[src/rtl/vga_fb_ctrl_if.sv]
// APB-lite bus bundle for the VGA frame-buffer controller configuration port.
interface vga_fb_ctrl_if;
  logic        psel;
  logic        penable;
  logic        pwrite;
  logic [5:0]  paddr;
  logic [31:0] pwdata;
  logic [31:0] prdata;
  logic        pready;
  logic        pslverr;

  modport master (
    output psel, penable, pwrite, paddr, pwdata,
    input  prdata, pready, pslverr
  );

  modport slave (
    input  psel, penable, pwrite, paddr, pwdata,
    output prdata, pready, pslverr
  );
endinterface

[src/rtl/vga_fb_ctrl.sv]
// VGA frame-buffer descriptor/scheduling unit: APB registers, vsync-aligned ping-pong swap, frame IRQ.
// Optional FRAME_CNT register at 0x20 is built when VGA_FB_FRAME_CNT_EN is defined.
module vga_fb_ctrl #(
  parameter int unsigned ADDR_WIDTH = 64,
  parameter bit          VSYNC_POL  = 1'b0
) (
  input  logic                  clk_a,
  input  logic                  resetn_a,
  vga_fb_ctrl_if.slave          apb,
  input  logic                  vsync_i,
  output logic [ADDR_WIDTH-1:0] base_addr_o,
  output logic [ADDR_WIDTH-1:0] top_addr_o,
  output logic                  self_test_o,
  output logic                  vga_en_o,
  output logic                  irq_o
);

  typedef enum logic [1:0] {IDLE, LOAD, RUN, PEND} state_t;

  state_t state, state_nxt;

  logic                  ctrl_en, ctrl_ie;
  logic                  active_buf, swap_pend, frame_irq;
  logic [ADDR_WIDTH-1:0] fb0, fb1, fb_sel;
  logic [63:0]           fb0_ext, fb1_ext;
  logic [31:0]           fb_size;
  logic [2:0]            vs_sync;
  logic                  frame_evt;
  logic                  access, wr;
  logic [3:0]            widx;
  logic                  swap_req;
  logic                  load_out, toggle_buf, en_nxt;
  logic                  unused_ok;

  assign access   = apb.psel & apb.penable;
  assign wr       = access & apb.pwrite;
  assign widx     = apb.paddr[5:2];
  assign swap_req = wr && (widx == 4'd7) && apb.pwdata[0];
  assign unused_ok = ^apb.paddr[1:0];

  assign fb0_ext = 64'(fb0);
  assign fb1_ext = 64'(fb1);
  assign fb_sel  = active_buf ? fb1 : fb0;

  // vs_sync[1] is the synchronized level; vs_sync[2] is its previous value.
  always_ff @(posedge clk_a or negedge resetn_a) begin
    if (!resetn_a) vs_sync <= '0;
    else           vs_sync <= {vs_sync[1:0], vsync_i};
  end

  assign frame_evt = ~(vs_sync[1] ^ VSYNC_POL) & (vs_sync[2] ^ VSYNC_POL);

  always_ff @(posedge clk_a or negedge resetn_a) begin
    if (!resetn_a) state <= IDLE;
    else           state <= state_nxt;
  end

  // A swap re-enters LOAD so the reload path is shared with enable.
  always_comb begin
    state_nxt = state;
    case (state)
      IDLE:    if (ctrl_en)   state_nxt = LOAD;
      LOAD:                   state_nxt = RUN;
      RUN:     if (swap_req)  state_nxt = PEND;
      PEND:    if (frame_evt) state_nxt = LOAD;
      default:                state_nxt = IDLE;
    endcase
    if (!ctrl_en) state_nxt = IDLE;
  end

  always_comb begin
    load_out   = (state == LOAD) && (state_nxt == RUN);
    toggle_buf = (state == PEND) && (state_nxt == LOAD);
    en_nxt     = (state_nxt == RUN) || (state_nxt == PEND) || toggle_buf;
  end

  always_ff @(posedge clk_a or negedge resetn_a) begin
    if (!resetn_a) begin
      base_addr_o <= '0;
      top_addr_o  <= '0;
      vga_en_o    <= 1'b0;
      swap_pend   <= 1'b0;
      active_buf  <= 1'b0;
    end else begin
      vga_en_o  <= en_nxt;
      swap_pend <= (state_nxt == PEND);
      if (toggle_buf) active_buf <= ~active_buf;
      if (load_out) begin
        base_addr_o <= fb_sel;
        top_addr_o  <= fb_sel + ADDR_WIDTH'(fb_size);
      end
    end
  end

  // HI-word writes beyond ADDR_WIDTH fall away in the truncating cast.
  always_ff @(posedge clk_a or negedge resetn_a) begin
    if (!resetn_a) begin
      ctrl_en     <= 1'b0;
      self_test_o <= 1'b0;
      ctrl_ie     <= 1'b0;
      fb0         <= '0;
      fb1         <= '0;
      fb_size     <= '0;
      frame_irq   <= 1'b0;
      irq_o       <= 1'b0;
    end else begin
      if (wr) begin
        case (widx)
          4'd0: begin
            ctrl_en     <= apb.pwdata[0];
            self_test_o <= apb.pwdata[1];
            ctrl_ie     <= apb.pwdata[2];
          end
          4'd2:    fb0     <= ADDR_WIDTH'({fb0_ext[63:32], apb.pwdata});
          4'd3:    fb0     <= ADDR_WIDTH'({apb.pwdata, fb0_ext[31:0]});
          4'd4:    fb1     <= ADDR_WIDTH'({fb1_ext[63:32], apb.pwdata});
          4'd5:    fb1     <= ADDR_WIDTH'({apb.pwdata, fb1_ext[31:0]});
          4'd6:    fb_size <= apb.pwdata;
          default: ;
        endcase
      end
      if (frame_evt && vga_en_o)                      frame_irq <= 1'b1;
      else if (wr && (widx == 4'd1) && apb.pwdata[2]) frame_irq <= 1'b0;
      irq_o <= frame_irq & ctrl_ie;
    end
  end

`ifdef VGA_FB_FRAME_CNT_EN
  logic [31:0] frame_cnt;

  always_ff @(posedge clk_a or negedge resetn_a) begin
    if (!resetn_a)                     frame_cnt <= '0;
    else if (wr && (widx == 4'd8))     frame_cnt <= '0;
    else if (frame_evt && vga_en_o)    frame_cnt <= frame_cnt + 32'd1;
  end
`else
  logic [31:0] frame_cnt;
  assign frame_cnt = '0;
`endif

  always_comb begin
    apb.prdata = '0;
    if (access) begin
      case (widx)
        4'd0:    apb.prdata = {29'd0, ctrl_ie, self_test_o, ctrl_en};
        4'd1:    apb.prdata = {29'd0, frame_irq, swap_pend, active_buf};
        4'd2:    apb.prdata = fb0_ext[31:0];
        4'd3:    apb.prdata = fb0_ext[63:32];
        4'd4:    apb.prdata = fb1_ext[31:0];
        4'd5:    apb.prdata = fb1_ext[63:32];
        4'd6:    apb.prdata = fb_size;
        4'd8:    apb.prdata = frame_cnt;
        default: apb.prdata = '0;
      endcase
    end
  end

  assign apb.pslverr = access && (widx > 4'd8);
  assign apb.pready  = 1'b1;

endmodule
[src/flat_wrapper.sv]
// flat-port wrapper written by rule: the top's interface ports become plain ports
module vga_fb_ctrl_flat 
#(
  parameter int unsigned ADDR_WIDTH = 64,
  parameter bit          VSYNC_POL  = 1'b0
)
  (clk_a, resetn_a, vsync_i, base_addr_o, top_addr_o, self_test_o, vga_en_o, irq_o, apb_psel, apb_penable, apb_pwrite, apb_paddr, apb_pwdata, apb_prdata, apb_pready, apb_pslverr);
  vga_fb_ctrl_if apb_i ();
  input  logic clk_a;
  input  logic resetn_a;
  input  logic vsync_i;
  output logic [ADDR_WIDTH-1:0] base_addr_o;
  output logic [ADDR_WIDTH-1:0] top_addr_o;
  output logic self_test_o;
  output logic vga_en_o;
  output logic irq_o;
  input wire logic [$bits(apb_i.psel)-1:0] apb_psel;
  input wire logic [$bits(apb_i.penable)-1:0] apb_penable;
  input wire logic [$bits(apb_i.pwrite)-1:0] apb_pwrite;
  input wire logic [$bits(apb_i.paddr)-1:0] apb_paddr;
  input wire logic [$bits(apb_i.pwdata)-1:0] apb_pwdata;
  output wire logic [$bits(apb_i.prdata)-1:0] apb_prdata;
  output wire logic [$bits(apb_i.pready)-1:0] apb_pready;
  output wire logic [$bits(apb_i.pslverr)-1:0] apb_pslverr;
  assign apb_i.psel = apb_psel;
  assign apb_i.penable = apb_penable;
  assign apb_i.pwrite = apb_pwrite;
  assign apb_i.paddr = apb_paddr;
  assign apb_i.pwdata = apb_pwdata;
  assign apb_prdata = apb_i.prdata;
  assign apb_pready = apb_i.pready;
  assign apb_pslverr = apb_i.pslverr;
  vga_fb_ctrl #(.ADDR_WIDTH(ADDR_WIDTH), .VSYNC_POL(VSYNC_POL)) u_core (.clk_a(clk_a), .resetn_a(resetn_a), .apb(apb_i), .vsync_i(vsync_i), .base_addr_o(base_addr_o), .top_addr_o(top_addr_o), .self_test_o(self_test_o), .vga_en_o(vga_en_o), .irq_o(irq_o));
endmodule
[config.mk]
export PLATFORM = sky130hd
export DESIGN_NAME = vga_fb_ctrl_flat
export DESIGN_NICKNAME = d
export VERILOG_FILES = /design/src/rtl/vga_fb_ctrl_if.sv /design/src/rtl/vga_fb_ctrl.sv /design/src/flat_wrapper.sv
export SDC_FILE = /design/constraint.sdc
export NUM_CORES = 1
export LEC_CHECK = 0
export CAP_MARGIN = 20
export CORE_MARGIN = 1.5
export CORE_UTILIZATION = 55
export DETAILED_ROUTE_END_ITERATION = 7
export MAX_ROUTING_LAYER = met4
export PLACE_DENSITY_LB_ADDON = 0.25
export REMOVE_ABC_BUFFERS = 1
export SYNTH_ARGS = -nofsm -noshare
export SYNTH_HDL_FRONTEND = slang
export SYNTH_SLANG_ARGS = --single-unit
[constraint.sdc]
create_clock -name clk_a -period 5.53 [get_ports clk_a]
set_clock_uncertainty 0.15 [all_clocks]
set_input_delay 1.106 -clock clk_a [delete_from_list [all_inputs] [get_ports clk_a]]
set_output_delay 1.106 -clock clk_a [all_outputs]
set_load 0.005 [all_outputs]
==> summary.json <==
{
  "final_number_of_hold_violating_endpoints": 0,
  "rsz0062_at_grt": "false",
  "cts.sink_count": 301,
  "global_route_wire_length_before_repair_mm": 70.5,
  "die_height_um": 171,
  "floorplan_core_area_um2": 27800,
  "cts_tree": "built",
  "worst_ep_arrival_time_ps": 3590,
  "cts_post_setup_buffers_inserted": 0,
  "worst-path-stages": 7,
  "placed_area_um2": 18000,
  "setup.worst_path.end": "apb_prdata[13]",
  "final_nets": 1839,
  "grt_pass1_vias": 13200,
  "timing.critical_path.max_delay_family": "buffers and inverters",
  "grt_overflow_total": 0,
  "worst_pin_slew_ps": 991,
  "netlist_top_cells_area": "sky130_fd_sc_hd__dfrtp_1, sky130_fd_sc_hd__mux2_2, sky130_fd_sc_hd__nand2_1",
  "yosys.area.top_type_share_pct": 48.5,
  "instance_count_of_the_mapped_netlist": 1582,
  "die_w_um": 171,
  "asyncSetResetFlopFracSynth_pct": 100,
  "netlist_area_um2": 15500,
  "internal_power_w": 0.00457,
  "antenna_cells_inserted": 0,
  "layout-drive-gt1-share_pct": 14.6,
  "crit_path_start_kind": "primary input",
  "synth-seq-cells": 301,
  "clock_root_buffer": "sky130_fd_sc_hd__clkbuf_16",
  "post-synth-top-area-cell": "sky130_fd_sc_hd__dfrtp_1",
  "status": "finished clean",
  "htreeDepth": 2,
  "ys_seq_area_share_pct": 48.5,
  "worst_path_largest_cell_delay_ps": 600,
  "critical_path.startpoint": "apb_paddr[5]",
  "clk_latency_ps": 510,
  "final_max_slew_viol_count": 0,
  "post-route-cell-area_um2": 19100,
  "clkSlewWorstSetupHoldPaths_ps": 50,
  "fmax_ghz": 0.206,
  "ctsHoldBuffers": 0,
  "worstHoldPathType": "register to register",
  "report.final.setup_viol": 0,
  "fillerInstances": 2202,
  "flow.area_growth_from_synthesis_pct": 23.3,
  "cp_cell_sequence": "clkdlybuf4s50_1 -> nand2b_1 -> nor2_2 -> buf_4 -> a222oi_1 -> a21oi_1 -> clkdlybuf4s50_1",
  "cp.required_ps": 4270,
  "critPathSlowestCell": "sky130_fd_sc_hd__clkdlybuf4s50_1",
  "worst-setup-path-type": "primary input to output port",
  "wl_mm": 44.7,
  "synth_edf_count": 0,
  "pwr-share-clk_pct": 36.7,
  "yosysWarnings": 0,
  "gate_power_share_pct": 19.6,
  "relative_slew_slack_pct": 33.5,
  "vdd_drop_max_mv": 0.289,
  "cts_buffers": 34,
  "die_area_um2": 29200,
  "groute.usage.overall_pct": 31.8,
  "vias_per_cell": 6.11,
  "r2r.worst_path.cells": 12,
  "fin_worst_hold_slack_ps": 200,
  "max-cap-violations": 0,
  "detailedPlacementHpwl_mm": 30.4,
  "grt_antenna_before_repair": 0,
  "dr_total_vias": 13200,
  "finalCriticalPeriod_ps": 4840,
  "r2r_slack_ps": 840,
  "postLayoutSetupSlackWorst_ps": 686,
  "gpl.final_weighted_congestion": 0.927,
  "crit_buf_inv": 3,
  "crit-reg2reg-capture": "u_core.top_addr_o[36]$_DFFE_PN0P_",
  "effective_utilization_at_floorplan_pct": 55.9,
  "power.density_nw_per_um2": 330,
  "port_buffers": 205,
  "synth_most_common_cell": "sky130_fd_sc_hd__nand2_1",
  "swShare_pct": 27.6,
  "p_leak_nw": 8.61,
  "grt_max_degree": 128,
  "netlist_top_cells_count": "sky130_fd_sc_hd__nand2_1, sky130_fd_sc_hd__dfrtp_1, sky130_fd_sc_hd__mux2_2, sky130_fd_sc_hd__o21ai_0, sky130_fd_sc_hd__a21oi_1",
  "pin_count": 209,
  "cts_resized": 0,
  "power_switching_w": 0.00174,
  "period_share_pct": 87.6,
  "postLayoutCoreUtil_pct": 68.8,
  "predominant_post_synthesis_flop_cell": "sky130_fd_sc_hd__dfrtp_1",
  "placement_rows": 61,
  "power_frac_seq_pct": 43.6,
  "worst-path-max-fanout": 14,
  "synth.distinct_cells": 75,
  "avg_wl_per_cell_um": 20.7,
  "timing.setup.tns_ps": 0,
  "timing.rr.start": "u_core.active_buf$_DFFE_PN0P_",
  "clockBufferDepth": 3,
  "worst_case_setup_slack_after_placement_ps": 736,
  "drt_pre_antenna_iters": 8,
  "worst_setup_path_end_kind": "output port",
  "path_common_cell": "sky130_fd_sc_hd__clkdlybuf4s50_1",
  "synth_area_per_cell_um2": 9.81,
  "drt_iter0_drc": 1412,
  "drt.antenna.violating_nets": 0,
  "drt_drc_violations_left": 0
}
## per-layer routing
metal  GRT usage (%)  vias up  share of wire (%)
li1                -     6038                  -
met1            43.3     6469                 43
met2            49.2      602                 47
met3            5.02       89                7.9
met4            9.99        0                2.4
met5               -        -                  0
## worst reg2reg max path, delay by kind of cell, from the launching register on
family | cells | cell delay [ps]
flip-flops | 1 | 1020
multiplexers | 1 | 440
adder cells (fa/ha/maj) | 2 | 660
AND/OR/NAND/NOR | 2 | 300
AO/OA/AOI/OAI | 6 | 1830
buffers and inverters | 1 | 180
## how the worst min path moves through the flow
stage                                startpoint                     endpoint  slack [ps]  cells after the start
CTS                 u_core.vs_sync[0]$_DFF_PN0_  u_core.vs_sync[1]$_DFF_PN0_         200                      0
detailed placement  u_core.vs_sync[0]$_DFF_PN0_  u_core.vs_sync[1]$_DFF_PN0_         190                      0
global route        u_core.vs_sync[0]$_DFF_PN0_  u_core.vs_sync[1]$_DFF_PN0_         220                      0
finish              u_core.vs_sync[0]$_DFF_PN0_  u_core.vs_sync[1]$_DFF_PN0_         200                      0
global placement    u_core.vs_sync[0]$_DFF_PN0_  u_core.vs_sync[1]$_DFF_PN0_         180                      0
floorplan           u_core.vs_sync[0]$_DFF_PN0_  u_core.vs_sync[1]$_DFF_PN0_         180                      0
## cell type report
cell class | instances | area [um^2] | share of cell area, %
sequential | 301 | 7540 | 39.4
tap | 378 | 473 | 2.47
clock inverter | 11 | 163 | 0.850
clock buffer | 46 | 980 | 5.12
timing repair buffer | 244 | 2370 | 12.4
multi-input combinational | 1163 | 7530 | 39.4
inverter | 18 | 67.6 | 0.353
## layout by cell type, fill, tap and decap left out, drive strengths merged, types with 7 or more instances in the layout
master and instances:
mux2 141, and3 10, buf 40, xnor2 21, a22oi 38, o21ai 134, xor2 14, nand4 9
o21a 10, nor2b 11, clkbuf 46, nand3 28, or3 8, nand2b 10, a21o 23, a31oi 7
o31ai 15, nor4 9, clkdlybuf4s50 204, nand2 344, inv 19, and2 9, nor3 22, nor2 57
mux2i 25, dfrtp 301, o31a 8, ha 32, a21oi 79, a222oi 31
## logic make-up after synthesis
kind of cell	Yosys count	synth area share (%)
and+or+nand+nor	537	15.3
adders and majority gates	33	2.71
other	1	0.0242
muxes	167	12.0
buffers and inverters	118	3.23
AOI/OAI and AO/OA	390	16.2
DFF	301	48.5
xor gates and xnor gates	35	1.98
## flip-flops by register name, indices dropped and copies added (netlist names)
name	flops
u_core.ctrl_ie	1
u_core.vga_en_o	1
u_core.self_test_o	1
u_core.fb0	64
u_core.frame_irq	1
u_core.vs_sync	3
u_core.active_buf	1
u_core.top_addr_o	64
u_core.swap_pend	1
u_core.ctrl_en	1
u_core.state	2
u_core.irq_o	1
u_core.fb_size	32
u_core.fb1	64
u_core.base_addr_o	64
## stage by stage
step | std cells | power, W
global route | 2161 | 0.00659
global placement | 2104 | 0.00397
CTS | 2161 | 0.00633
finish | 2161 | 0.00632
detailed placement | 2104 | 0.00402
floorplan | 1482 | 0.00336
## power by group through the flow
| stage | logic (W) | registers [W] | clock network [W] |
|---|---|---|---|
| after floorplan | 0.000627 | 0.00273 | 0 |
| after CTS | 0.00124 | 0.00275 | 0.00234 |
| after global placement | 0.00120 | 0.00277 | 0 |
| after detailed placement | 0.00123 | 0.00278 | 0 |
| final | 0.00124 | 0.00276 | 0.00232 |
| after global routing | 0.00137 | 0.00279 | 0.00243 |
Power figures use the tool's default switching activity.
